[config.mk]
export PLATFORM = sky130hd
export DESIGN_NAME = spi_ram_master
export DESIGN_NICKNAME = d
export VERILOG_FILES = /design/src/rtl/spi_ram_pkg.sv /design/src/rtl/spi_master_shifter.sv /design/src/rtl/spi_ram_master.sv
export SDC_FILE = /design/constraint.sdc
export NUM_CORES = 1
export LEC_CHECK = 0
export CORE_MARGIN = 2
export CORE_UTILIZATION = 57
export CTS_CLUSTER_DIAMETER = 50
export CTS_CLUSTER_SIZE = 12
export DETAILED_ROUTE_END_ITERATION = 8
export HOLD_SLACK_MARGIN = 0.06
export PLACE_DENSITY = 0.83
export RECOVER_POWER = 50
export SLEW_MARGIN = 40
export SYNTH_ARGS = -nofsm -noshare
export SYNTH_HDL_FRONTEND = slang
export SYNTH_SLANG_ARGS = --single-unit
[constraint.sdc]
create_clock -name clk -period 5.4 [get_ports clk]
set_clock_uncertainty 0.05 [all_clocks]
set_input_delay 0.81 -clock clk [delete_from_list [all_inputs] [get_ports clk]]
set_output_delay 0.81 -clock clk [all_outputs]
set_load 0.05 [all_outputs]
[src/rtl/spi_ram_pkg.sv]
// Shared types and widths for the SPI RAM master: command codes, FSM states and frame geometry.
package spi_ram_pkg;

  localparam int FRAME_W = 10;
  localparam int DATA_W  = 8;

  typedef enum logic [1:0] {
    WR_ADDR = 2'b00,
    WR_DATA = 2'b01,
    RD_ADDR = 2'b10,
    RD_DATA = 2'b11
  } spi_cmd_e;

  typedef enum logic [2:0] {
    ST_IDLE,
    ST_START,
    ST_SEL,
    ST_SHIFT,
    ST_TURN,
    ST_RECV,
    ST_END
  } spi_mst_state_e;

endpackage

[src/rtl/spi_master_shifter.sv]
// TX frame shift register (MSB first) and RX deserialiser for the SPI RAM master.
module spi_master_shifter
  import spi_ram_pkg::*;
(
  input  logic               clk,
  input  logic               rst_n,
  input  logic               tx_load,
  input  logic [FRAME_W-1:0] tx_frame,
  input  logic               tx_shift,
  output logic               tx_msb,
  input  logic               rx_shift,
  input  logic               miso,
  output logic [DATA_W-1:0]  rx_next
);

  logic [FRAME_W-1:0] tx_reg;
  // Seven bits of history suffice: the eighth bit of the word is the live line
  // value on the final RECV edge, which is when the word is captured.
  logic [DATA_W-2:0]  rx_reg;

  always_ff @(posedge clk or negedge rst_n) begin
    if (!rst_n) begin
      tx_reg <= '0;
      rx_reg <= '0;
    end else begin
      if (tx_load) begin
        tx_reg <= tx_frame;
      end else if (tx_shift) begin
        tx_reg <= {tx_reg[FRAME_W-2:0], 1'b0};
      end
      if (rx_shift) begin
        rx_reg <= rx_next[DATA_W-2:0];
      end
    end
  end

  assign tx_msb  = tx_reg[FRAME_W-1];
  assign rx_next = {rx_reg, miso};

endmodule

[src/rtl/spi_ram_master.sv]
// Host-side SPI master for the single-port-RAM slave. Optional read-data sequence
// checking is enabled by defining SPI_MASTER_SEQ_CHECK_EN.
module spi_ram_master
  import spi_ram_pkg::*;
#(
  parameter int unsigned TURN_CYC = 2,
  parameter int unsigned END_CYC  = 1
) (
  input  logic              clk,
  input  logic              rst_n,
  input  logic              req_valid,
  output logic              req_ready,
  input  logic [1:0]        req_cmd,
  input  logic [DATA_W-1:0] req_data,
  output logic              rsp_valid,
  output logic [DATA_W-1:0] rsp_data,
  output logic              busy,
  output logic              seq_err,
  output logic              SS_n,
  output logic              MOSI,
  input  logic              MISO
);

  localparam logic [3:0] SHIFT_LOAD = 4'(FRAME_W - 1);
  localparam logic [3:0] TURN_LOAD  = 4'(TURN_CYC - 1);
  localparam logic [3:0] RECV_LOAD  = 4'(DATA_W - 1);
  localparam logic [3:0] END_LOAD   = 4'(END_CYC - 1);

  spi_mst_state_e    state_reg;
  logic [3:0]        cnt_reg;
  logic              ss_n_reg;
  logic              mosi_reg;
  logic              req_ready_reg;
  logic              busy_reg;
  logic              rsp_valid_reg;
  logic [DATA_W-1:0] rsp_data_reg;
  logic              rd_frame_reg;

  logic              accept;
  logic              is_rd_data;
  logic              seq_reject;
  logic              tx_shift;
  logic              rx_shift;
  logic              tx_msb;
  logic [DATA_W-1:0] rx_next;

  assign accept     = req_valid && req_ready_reg;
  assign is_rd_data = (req_cmd == RD_DATA);
  assign tx_shift   = (state_reg == ST_SEL) || (state_reg == ST_SHIFT && cnt_reg != 4'd0);
  assign rx_shift   = (state_reg == ST_RECV);

`ifdef SPI_MASTER_SEQ_CHECK_EN
  logic rd_addr_seen_reg;
  logic seq_err_reg;

  always_ff @(posedge clk or negedge rst_n) begin
    if (!rst_n) begin
      rd_addr_seen_reg <= 1'b0;
      seq_err_reg      <= 1'b0;
    end else begin
      seq_err_reg <= accept && is_rd_data && !rd_addr_seen_reg;
      if (accept && req_cmd == RD_ADDR) begin
        rd_addr_seen_reg <= 1'b1;
      end else if (accept && is_rd_data) begin
        rd_addr_seen_reg <= 1'b0;
      end
    end
  end

  assign seq_reject = is_rd_data && !rd_addr_seen_reg;
  assign seq_err    = seq_err_reg;
`else
  assign seq_reject = 1'b0;
  assign seq_err    = 1'b0;
`endif

  spi_master_shifter u_shifter (
    .clk      (clk),
    .rst_n    (rst_n),
    .tx_load  (accept),
    .tx_frame ({req_cmd, req_data}),
    .tx_shift (tx_shift),
    .tx_msb   (tx_msb),
    .rx_shift (rx_shift),
    .miso     (MISO),
    .rx_next  (rx_next)
  );

  // Every output is set on the edge that enters the state it belongs to.
  always_ff @(posedge clk or negedge rst_n) begin
    if (!rst_n) begin
      state_reg     <= ST_IDLE;
      cnt_reg       <= 4'd0;
      ss_n_reg      <= 1'b1;
      mosi_reg      <= 1'b0;
      req_ready_reg <= 1'b1;
      busy_reg      <= 1'b0;
      rsp_valid_reg <= 1'b0;
      rsp_data_reg  <= '0;
      rd_frame_reg  <= 1'b0;
    end else begin
      rsp_valid_reg <= 1'b0;
      case (state_reg)
        ST_IDLE: begin
          if (accept && !seq_reject) begin
            state_reg     <= ST_START;
            cnt_reg       <= 4'd0;
            ss_n_reg      <= 1'b0;
            mosi_reg      <= 1'b0;
            req_ready_reg <= 1'b0;
            busy_reg      <= 1'b1;
            rd_frame_reg  <= is_rd_data;
          end
        end
        ST_START: begin
          state_reg <= ST_SEL;
          cnt_reg   <= 4'd0;
          mosi_reg  <= tx_msb;
        end
        ST_SEL: begin
          state_reg <= ST_SHIFT;
          cnt_reg   <= SHIFT_LOAD;
          mosi_reg  <= tx_msb;
        end
        ST_SHIFT: begin
          if (cnt_reg != 4'd0) begin
            cnt_reg  <= cnt_reg - 4'd1;
            mosi_reg <= tx_msb;
          end else begin
            mosi_reg <= 1'b0;
            if (rd_frame_reg) begin
              state_reg <= ST_TURN;
              cnt_reg   <= TURN_LOAD;
            end else begin
              state_reg <= ST_END;
              cnt_reg   <= END_LOAD;
              ss_n_reg  <= 1'b1;
            end
          end
        end
        ST_TURN: begin
          if (cnt_reg != 4'd0) begin
            cnt_reg <= cnt_reg - 4'd1;
          end else begin
            state_reg <= ST_RECV;
            cnt_reg   <= RECV_LOAD;
          end
        end
        ST_RECV: begin
          if (cnt_reg != 4'd0) begin
            cnt_reg <= cnt_reg - 4'd1;
          end else begin
            state_reg     <= ST_END;
            cnt_reg       <= END_LOAD;
            ss_n_reg      <= 1'b1;
            rsp_valid_reg <= 1'b1;
            rsp_data_reg  <= rx_next;
          end
        end
        ST_END: begin
          if (cnt_reg != 4'd0) begin
            cnt_reg <= cnt_reg - 4'd1;
          end else begin
            state_reg     <= ST_IDLE;
            req_ready_reg <= 1'b1;
            busy_reg      <= 1'b0;
          end
        end
        default: begin
          state_reg     <= ST_IDLE;
          ss_n_reg      <= 1'b1;
          mosi_reg      <= 1'b0;
          req_ready_reg <= 1'b1;
          busy_reg      <= 1'b0;
        end
      endcase
    end
  end

  assign req_ready = req_ready_reg;
  assign rsp_valid = rsp_valid_reg;
  assign rsp_data  = rsp_data_reg;
  assign busy      = busy_reg;
  assign SS_n      = ss_n_reg;
  assign MOSI      = mosi_reg;

endmodule

==> flow_summary.ini, run 1 <==
[yosys]
synth_area_leaders = dfrtp_1 (48%), mux2_2 (10%), nand2_1 (6.5%)
ys_warn_count = 0
synth_area_um2 = 1890
synth_compound_gate_area_share = 0.132
synth.top_cell.area_share = 0.476
synth_adder_area_share = 0.0132
syn_inst = 194
synth_top_flop_cell = dfrtp_1
synthDistinctLibCells = 43
synth-seq-area-share = 0.503
ys_ff_latch = 38
synth-simple-area-share = 0.193
async_flop_share = 1.00
synthMuxAreaShare = 0.106
synth_top_family_by_area = simple AND/OR/NAND/NOR gates
synth_edf_count = 0
synth_xor_area_frac = 0.00462
yosysTopAreaCell = dfrtp_1
synth.net_count = 210
syn-mean-instance-area_um2 = 9.76

[grt]
grt.overflow.total = 0
met2_usage = 0.371
grt_pass1_wl_um = 6560
grt_pass1_vias = 1428
antenna_found_initial = 0
grt.total_usage = 0.239
grt_max_degree = 39
grt_use_met3 = 0.0693
grt.busiest_layer = met2
grtUsageMet1 = 0.320

[power]
p_switching_w = 0.000108
combPwrFrac = 0.036
swShare = 0.233
power.share.sequential = 0.616
p_clk_frac = 0.348
p_leak_nw = 1.00
internal-power_w = 0.000355
ir_drop_uv = 175
power_density_nw_per_um2 = 211

[sta]
hold_violations = 0
rsz0062_at_grt = no
fin_crit_ps = 2600
tns_ps = 0
relSlewSlack = -0.313
max_freq_ghz = 0.384
slew_viol_final = 39
worst_pin_slew_ps = 1970
timing.hold.ws_ps = 459
fin_crit_sh = 0.482
finalSetupViolations = 0

[route]
drt_iter0_drc = 87
ant_nets = 0
via_per_inst = 5.69
firstDrtPassIters = 4
wl_per_cell_um = 14.4
drcViolationCount = 0
routed-via-count = 1479
routed_wl_um = 3750

[die]
io_pins = 28
core_um2 = 3100
dieHeight_um = 61.7
start_util = 0.610
dieWidth_um = 61.7
dieArea_um2 = 3800
num_rows = 20

[clock_tree]
cts_tree = yes
clk_pin_slew_ps = 110
post_cts_buffers = 0
cts.sinks = 38
clk_latency_ps = 360
clockBufferDepth = 2
cts_hold_repair.buffers = 0
cts_root_buf = clkbuf_4
post_cts_resized = 0
cts-buffers-inserted = 5
cts_max_level = 2

[worst_setup_path]
startpoint_type = flip-flop
cp-end-kind = output port
cp.required_ps = 4540
slowest_stage = clkdlybuf4s50_1
crit_buf_inv = 1
cp_cell_sequence = clkdlybuf4s50_1
worst_ep_arrival_time_ps = 1740
worstPathMaxFanout = 6
crit_type = flip-flop to output port
path_delay_family = buffers and inverters
max_stage_delay_ps = 810

[cells_and_area]
largest_register_ffs = 10
regArea_um2 = 953
fillers = 271
stdcell_count = 260
fin_area_um2 = 2200
multi_input_area_um2 = 847
final_nets = 231
area_growth_pct = 15.9
antenna_cells = 0
drive_gt1_frac = 0.130

[job]
cap_violations = 1

[outcome]
violations = capacitance limit, slew limit
status = complete, but fails checks

[placement]
place_congestion = 0.808
port_buffers = 26
dpl_cell_area_um2 = 2140
dpl.hpwl_um = 2660
dp.cells = 252

[worst_hold_path]
hp-class = flip-flop to flip-flop
==> logic make-up after synthesis <==
logic type | count (synthesis)
compound gates | 41
simple gates | 75
flops | 38
other cells | 1
mux | 18
buf+inv | 18
xor+xnor | 1
fa+ha+maj | 2
==> final timing paths <==
path                            start           end  slack (ps)  cells past startpoint
setup / recovery            req_ready     req_ready        2800                      1
min in group asynchronous       rst_n  state_reg[2]         940                      1
setup reg to reg           cnt_reg[0]    cnt_reg[1]        3080                      6
max in group asynchronous       rst_n   rsp_data[2]        3230                      1
hold / removal              req_ready     req_ready         460                      2
hold reg to reg             req_ready     req_ready         460                      2
==> cell type report <==
class | count | area share
tap | 44 | 0.0251
inverter | 6 | 0.0103
clock inverter | 2 | 0.00570
clock buffer | 6 | 0.0234
timing repair buffer | 26 | 0.116
multi-input combinational | 138 | 0.386
sequential | 38 | 0.434
==> layout by cell type (no fill, tap or decap), drive strengths merged, types with 2 or more instances in the layout <==
cell / count
a31oi: 11
o2bb2ai: 2
nand3: 5
nand2b: 2
mux2: 17
nor2b: 2
dfstp: 2
a21oi: 8
ha: 2
clkdlybuf4s50: 24
nand2: 34
and2: 3
nor2: 19
o21ai: 13
nand4: 2
clkbuf: 7
inv: 6
dfrtp: 36
nor3b: 2
==> per-layer routing <==
layer | part of all wire | vias to the layer above
met1 | 0.43 | 703
met3 | 0.062 | 6
li1 | - | 714
met5 | 0 | -
met2 | 0.49 | 56
met4 | 0.016 | 0
==> synth_stat cells, types with 2 or more instances <==
cell	number
buf_4	2
o21ai_0	12
nand2b_1	2
o2bb2ai_1	2
mux2_2	17
nor2_1	18
nand4_1	2
nand3_1	5
dfrtp_1	36
ha_1	2
nor2b_1	2
dfstp_2	2
buf_2	3
a31oi_1	11
clkbuf_1	5
a21oi_1	8
inv_1	6
and2_1	2
nand2_1	33
==> per-stage QoR <==
step | setup slack, ps | util | total power (W)
5_1_grt | 2730 | 0.708 | 0.000482
3_5_place_dp | 2610 | 0.690 | 0.000308
6_report | 2800 | 0.708 | 0.000463
3_3_place_gp | 2750 | 0.690 | 0.000307
2_1_floorplan | 3550 | - | 0.000293
4_1_cts | 2780 | 0.710 | 0.000468
==> power by group through the flow <==
stage / combinational, W / clock [W] / sequential [W]
CTS: 0.0000175 / 0.000165 / 0.000285
detailed placement: 0.0000174 / 0 / 0.000291
floorplan: 0.00000266 / 0 / 0.000291
finish: 0.0000167 / 0.000161 / 0.000285
global placement: 0.0000169 / 0 / 0.000291
global route: 0.0000184 / 0.000178 / 0.000285
No activity file was read; power rests on OpenSTA's default activity.
==> run 2, diff against run 1 <==
Settings changed: CORE_UTILIZATION 57 to 53, PLACE_DENSITY 0.83 to 0.78.
Clock period 5.4 ns to 2.5 ns, I/O delays scaled along.
==> run 2 against run 1 <==
Compared with the run above: the flow now finishes without violations; worst setup slack worse by 2500 ps; sequential share of layout area down 0.71 points; die area up 7.0%; final cell count up 2.3%; critical path type unchanged; highest routed layer unchanged.
==> flow_summary.ini, run 2 (synthesis gave the netlist of run 1 again) <==
[outcome]
status = completed

[grt]
grt.total_usage = 0.212
grt_pass1_wl_um = 6600
grt_max_degree = 39
grt_pass1_vias = 1470
grt.overflow.total = 0
antenna_found_initial = 0

[clock_tree]
cts_tree = yes
clk_pin_slew_ps = 110
clockBufferDepth = 2
cts_max_level = 2
cts_root_buf = clkbuf_4
cts.sinks = 38
post_cts_resized = 0
cts-buffers-inserted = 5
clk_latency_ps = 350

[power]
p_switching_w = 0.000229
finalPower_w = 0.000998
p_leak_nw = 1.02
p_clk_frac = 0.345
swShare = 0.229
power.share.sequential = 0.617
power_density_nw_per_um2 = 447
combPwrFrac = 0.038
ir_drop_uv = 295
internal-power_w = 0.000769

[sta]
fin_crit_sh = 0.867
hold_violations = 0
max_freq_ghz = 0.461
rsz0062_at_grt = no
worst_pin_slew_ps = 917
tns_ps = 0
finalSetupViolations = 0
fin_crit_ps = 2170
relSlewSlack = 0.389
slew_viol_final = 0

[worst_setup_path]
slowest_stage = clkdlybuf4s50_1
crit_buf_inv = 1
cp_cell_sequence = clkdlybuf4s50_1
worstPathMaxFanout = 6
max_stage_delay_ps = 810
path_delay_family = buffers and inverters
r2r_setup_slack_ps = 390
r2r_cells = 5
cp.required_ps = 2080
worst_ep_arrival_time_ps = 1740
cp-end-kind = output port
crit_cells = 1
r2r_end = rsp_data[2]
startpoint_type = flip-flop
rr_startpoint = cnt_reg[0]
crit_path_start = req_ready
critical_path.endpoint = req_ready
crit_type = flip-flop to output port

[cells_and_area]
fin_area_um2 = 2230
utilization = 0.659
fillers = 276
area_growth_pct = 17.8
antenna_cells = 0
final_common_cell = dfrtp_1
final_nets = 235
stdcell_count = 266
final_cell_mix = dfrtp_1 (36), nand2_1 (34), clkdlybuf4s50_1 (25)
drive_gt1_frac = 0.150
largest_register_ffs = 10

[die]
start_util = 0.559
dieArea_um2 = 4070
core_um2 = 3390
num_rows = 21
dieWidth_um = 63.8
dieHeight_um = 63.8
io_pins = 28

[worst_hold_path]
hp-class = flip-flop to flip-flop

[route]
drt_iter0_drc = 80
ant_nets = 0
wl_per_cell_um = 14.4
via_per_inst = 5.62
routed-via-count = 1495
routed_wl_um = 3820
drcViolationCount = 0
firstDrtPassIters = 4

[placement]
port_buffers = 26
place_congestion = 0.882
dp.cells = 257
dpl_cell_area_um2 = 2170
dpl.hpwl_um = 2700

[job]
cap_violations = 0
[run 2: cell count changes in the layout (fill, tap and decap cells not counted)]
cell and delta:
buf_4 +3, mux2_2 +1, clkbuf_2 +1, mux2_1 -1, clkbuf_1 -1, clkdlybuf4s50_1 +1
[run 2: repair_timing]
item,in CTS,in global routing
endpoints found under the setup margin,0,0
endpoints found under the hold margin,0,36
hold buffers,0,1
buffers inserted,0,0
[run 2: metal layers]
layer / vias up / wire (µm) / global-route usage
met3: 11 / 212 / 0.0405
met2: 48 / 1830 / 0.342
li1: 718 / - / -
met1: 718 / 1680 / 0.271
met4: 0 / 109 / 0.109
met5: - / 0 / 0
[run 2: power by group through the flow]
| stage | logic [W] | clock network, W | registers, W |
|---|---|---|---|
| floorplan | 0.00000574 | 0 | 0.000628 |
| global placement | 0.0000369 | 0 | 0.000628 |
| detailed placement | 0.0000377 | 0 | 0.000628 |
| CTS | 0.0000377 | 0.000354 | 0.000616 |
| global route | 0.0000421 | 0.000383 | 0.000616 |
| finish | 0.0000375 | 0.000345 | 0.000616 |
[run 2: final cells by class]
cell class | instances | area, µm² | share of cell area
sequential | 38 | 953 | 0.427
timing repair buffer | 30 | 288 | 0.129
clock buffer | 6 | 51.3 | 0.0230
clock inverter | 2 | 12.5 | 0.00561
tap | 46 | 57.6 | 0.0258
multi-input combinational | 138 | 847 | 0.379
inverter | 6 | 22.5 | 0.0101
[run 2: how the worst min path moves through the flow]
stage	start	to	slack (ps)	depth (start not counted)
floorplan	rst_n	MOSI	30	0
global placement	req_ready	req_ready	430	2
detailed placement	req_ready	req_ready	440	2
CTS	rst_n	rsp_valid	80	1
global route	req_ready	req_ready	480	2
finish	req_ready	req_ready	450	2
[run 2: stage by stage]
stage | hold WS [ps] | setup slack [ps]
after floorplan | 29.4 | 653
after global placement | 427 | 516
after detailed placement | 438 | 425
after CTS | 82.0 | 320
after global routing | 484 | 284
final | 455 | 332
[run 2: tightest hold or removal path, cell delays in order, from the launching register on]
cell	delay, ps
dfstp_2	410
inv_1	50
a21oi_1	50
==> run 3, diff against run 2 <==
Settings changed: CORE_UTILIZATION 53 to 62, DONT_BUFFER_PORTS from default to 1.
==> run 3 against run 2 <==
Compared with the run above: the run now ends with capacitance limit, slew limit left; first-iteration DRC count decreased by 19%; clock power increased by 52%; worst hold slack got worse by 360 ps; via count decreased by 6.4%; die area decreased by 14%; worst setup slack improved by 100 ps; critical endpoint is now rsp_data[1]; sequential share of layout area increased by 4.4 points; global-route usage increased by 2.2 points; flip-flop and latch count unchanged; cell area decreased by 9.4%; utilization increased by 2.1 points.
==> flow_summary.ini, run 3 (synthesis gave the netlist of run 1 again) <==
[outcome]
status = complete, but fails checks
violations = capacitance limit, slew limit

[clock_tree]
cts.sinks = 38
cts_root_buf = clkbuf_4
cts-buffers-inserted = 5
clk_latency_ps = 350
clockBufferDepth = 2
post_cts_buffers = 0
cts_tree = yes
clk_pin_slew_ps = 120
cts_max_level = 2
post_cts_resized = 0

[sta]
tns_ps = 0
slew_viol_final = 39
fin_crit_sh = 0.827
relSlewSlack = -0.0877
finalSetupViolations = 0
worst_pin_slew_ps = 1630
setup_ws_ps = 432
max_freq_ghz = 0.483
fin_crit_ps = 2070
hold_violations = 0
rsz0062_at_grt = no

[die]
core_um2 = 2980
start_util = 0.636
num_rows = 20
io_pins = 28
dieHeight_um = 59.3
dieArea_um2 = 3510
dieWidth_um = 59.3

[worst_setup_path]
crit_type = flip-flop to flip-flop
cp-end-kind = flip-flop
worstPathMaxFanout = 9
worst_ep_arrival_time_ps = 2260
r2r_setup_slack_ps = 430
startpoint_type = flip-flop
cp.required_ps = 2690

[route]
routed_wl_um = 3550
ant_nets = 0
routed-via-count = 1400
firstDrtPassIters = 4
via_per_inst = 6.14
drt_iter0_drc = 65
wl_per_cell_um = 15.6
drcViolationCount = 0

[cells_and_area]
drive_gt1_frac = 0.174
final_common_cell = dfrtp_1
multi_input_area_um2 = 855
largest_register_ffs = 10
final_cell_mix = dfrtp_1 (36), nand2_1 (33), nor2_1 (18)
antenna_cells = 0
final_nets = 210
area_growth_pct = 6.80
fillers = 237
regArea_um2 = 953

[grt]
met2_usage = 0.391
grt.busiest_layer = met2
grt.total_usage = 0.234
grt_pass1_wl_um = 6030
grtUsageMet1 = 0.276
grt.overflow.total = 0
antenna_found_initial = 0
grt_use_met3 = 0.0721
grt_pass1_vias = 1401
grt_max_degree = 39

[placement]
port_buffers = 0
place_congestion = 0.892
dpl.hpwl_um = 2450
dpl_worst_slack_ps = 448

[power]
ir_drop_uv = 494
power_density_nw_per_um2 = 572
p_leak_nw = 0.962

[job]
cap_violations = 1

[worst_hold_path]
hp-class = input pin to flip-flop
-- run 3: worst paths after layout --
check,cells after the start,end,start
worst min-delay path,2,rd_frame_reg,req_cmd[0]
worst max-delay path,5,rsp_data[1],cnt_reg[0]
worst max register to register,5,rsp_data[1],cnt_reg[0]
min in group asynchronous,2,state_reg[1],rst_n
worst min register to register,1,u_shifter.rx_reg[6],u_shifter.rx_reg[6]
max in group asynchronous,2,u_shifter.tx_reg[4],rst_n
-- run 3: final cells by class --
type / instances / share of cell area
Clock inverter: 3 / 0.0340
Tap cell: 33 / 0.0204
Sequential cell: 38 / 0.471
Timing Repair Buffer: 5 / 0.0223
Clock buffer: 5 / 0.0186
Inverter: 6 / 0.0111
Multi-Input combinational cell: 138 / 0.422
-- run 3: power breakdown --
part	switching, W	internal [W]	total, W
combinational	0.0000152	0.00000329	0.0000185
sequential	0.000000654	0.000615	0.000616
clock	0.000211	0.000313	0.000523
total	0.000226	0.000931	0.00116
-- run 3: per-layer routing --
metal  up-vias  wire [µm]
met4         0         59
met2        54       1770
met1       667       1480
li1        673          -
met5         -          0
met3         6        239
-- run 3: metrics by stage --
step                total power, W  utilization  cells  instance area [µm²]  hold WS, ps
floorplan                 0.000633            -    194                 1890         29.4
global placement          0.000632        0.636    218                 1890         30.6
detailed placement        0.000632        0.636    218                 1890         30.7
CTS                        0.00117        0.682    228                 2030         85.2
global route               0.00119        0.679    228                 2020         86.7
finish                     0.00116        0.679    228                 2020         96.3
-- run 3: worst max-delay path: stages (launching register included) --
cell	delay [ps]
dfrtp_1	440
inv_1	100
ha_1	230
or3b_1	550
nor2_8	250
mux2_2	350
-- run 3: timing repair --
item	CTS	global route
endpoints found under the hold margin	38	0
hold buffers	2	0
endpoints found under the setup margin	0	0
==> patch (settings of run 2) <==
Encoding of `spi_mst_state_e`: now one-hot (7 bits for 7 states).
--- a/src/rtl/spi_ram_pkg.sv
+++ b/src/rtl/spi_ram_pkg.sv
@@ -11,14 +11,14 @@
     RD_DATA = 2'b11
   } spi_cmd_e;
 
-  typedef enum logic [2:0] {
-    ST_IDLE,
-    ST_START,
-    ST_SEL,
-    ST_SHIFT,
-    ST_TURN,
-    ST_RECV,
-    ST_END
+  typedef enum logic [6:0] {
+    ST_IDLE  = 7'b0000001,
+    ST_START = 7'b0000010,
+    ST_SEL   = 7'b0000100,
+    ST_SHIFT = 7'b0001000,
+    ST_TURN  = 7'b0010000,
+    ST_RECV  = 7'b0100000,
+    ST_END   = 7'b1000000
   } spi_mst_state_e;
 
 endpackage
Check against the original RTL: same outputs for any inputs over 10 cycles, from zero or initial values and one cycle with rst_n low; not proved beyond that.
==> patch against run 2 <==
  * Area after synthesis rose by 18%
  * Design area rose by 20%
  * Final cell count rose by 10%
  * Setup slack got worse by 0.21 ns
  * Count of clock-buffer cells in the layout fell by 1
  * Sequential cell count rose by 4
  * Sequential share of layout area fell by 3.2 points
  * Wire length rose by 17%
  * Critical endpoint is now cnt_reg[0]$_DFFE_PN0P_
Power is not compared: it rests on default switching activity, and its combinational part moved more than twofold at a synthesized area within 25%.
==> patch: results (changes against run 2) <==
| Metric | Value |
|---|---|
| Placement Setup Slack | `0.177 ns (was 0.425 ns)` |
| Share of layout cells above drive strength 1 | `19.3% (was 15.0%)` |
| Post-route setup slack | `0.118 ns (was 0.332 ns)` |
| First-pass GRT wire length | `7640 µm (was 6600 µm)` |
| Mapped Nets | `228 (was 210)` |
| Met2 usage | `32.5% (was 34.2%)` |
| Status | `completed (unchanged)` |
| Crit path capture | `cnt_reg[0]$_DFFE_PN0P_ (was req_ready)` |
| Post-Route WL | `4480 µm (was 3820 µm)` |
| Sequential share of the synthesized area | `47.2% (was 50.3%)` |
| GP Congestion | `0.896 (was 0.882)` |
| Ranking of synthesized cells by area | `dfrtp_1 (44%), mux2_4 (6.0%), mux2i_1 (4.9%), mux2_2 (4.0%), dfstp_2 (3.5%) (was dfrtp_1 (48%), mux2_2 (10%), nand2_1 (6.5%), a31oi_1 (3.6%), nor2_1 (3.6%))` |
| FILL cells | `305 (was 276)` |
| Post-synth top cells | `dfrtp_1 (39), nor2_1 (20), a21oi_1 (13), nand2_1 (13), mux2i_1 (11) (was dfrtp_1 (36), nand2_1 (33), nor2_1 (18))` |
| Cell area after placement | `2550 µm² (was 2170 µm²)` |
| Metal2 WL | `2080 µm (was 1830 µm)` |
| Placed Instances | `284 (was 257)` |
| Crit-path slowest cell | `dfrtp_1 (was clkdlybuf4s50_1)` |
| Met3 Wirelength | `306 µm (was 212 µm)` |
| Worst-Margin Slew | `1.02 ns (was 0.917 ns)` |
| Clock Latency Late Sink | `0.29 ns (was 0.35 ns)` |
| R2R Setup Slk | `0.12 ns (was 0.39 ns)` |
| Worst EP arrival | `2.52 ns (was 1.74 ns)` |
| Storage element area | `1050 µm² (was 953 µm²)` |
| All-Layer GR Usage | `21.7% (was 21.2%)` |
| Largest stage delay, worst path | `0.49 ns (was 0.81 ns)` |
| Clock Tree Root | `clkbuf_8 (was clkbuf_4)` |
## patch: cell count changes after synthesis, sizes merged, moves of 5 or more
cell          run 2  this run
mux2i             1        11
a21oi             8        13
nand2            34        13
a31oi            11         1
## patch: cell type report
class	count	share of cell area (%)
clock buffers	5	2.58
clock inverters	3	1.64
inverters	9	1.27
multi-input cells	146	39.8
flip-flops and latches	42	39.5
well taps	50	2.34
repair buffers	38	12.9
## patch: logic make-up (layout without fill, tap and decap cells)
kind of cell    after synthesis  count (layout)  share of synthesized area (%)
simple gates                 69              69                           17.1
flops                        42              42                           47.2
compound gates               42              42                           12.7
buf+inv                      25              55                           5.32
other cells                   1               1                          0.168
xor+xnor                      4               4                           1.57
mux                          28              28                           15.0
fa+ha+maj                     2               2                           1.01
## patch: how the worst min path moves through the flow
stage               cells past startpoint  slack (ns)                  endpoint
CTS                                     2        0.43          SS_n$_DFFE_PN1P_
global placement                        2        0.40          SS_n$_DFFE_PN1P_
floorplan                               0        0.03          MOSI$_DFFE_PN0P_
global route                            2        0.44          SS_n$_DFFE_PN1P_
detailed placement                      1        0.34  state_reg[2]$_DFFE_PN0P_
finish                                  2        0.42          SS_n$_DFFE_PN1P_
## patch: worst register-to-register path, cell delays in order, from the launching register on
cell      delay [ns]
dfrtp_1         0.49
clkbuf_1        0.22
nor4_2          0.33
or3b_2          0.49
o211ai_2        0.10
and2_1          0.29
mux2_4          0.32
## patch: power by group through the flow
| stage | Combinational [mW] | Clock, mW | Sequential, mW |
|---|---|---|---|
| floorplan | 0.639 | 0 | 0.969 |
| global placement | 0.900 | 0 | 0.949 |
| detailed placement | 0.912 | 0 | 0.945 |
| CTS | 0.927 | 0.560 | 0.935 |
| global route | 1.02 | 0.582 | 0.956 |
| finish | 0.930 | 0.545 | 0.938 |
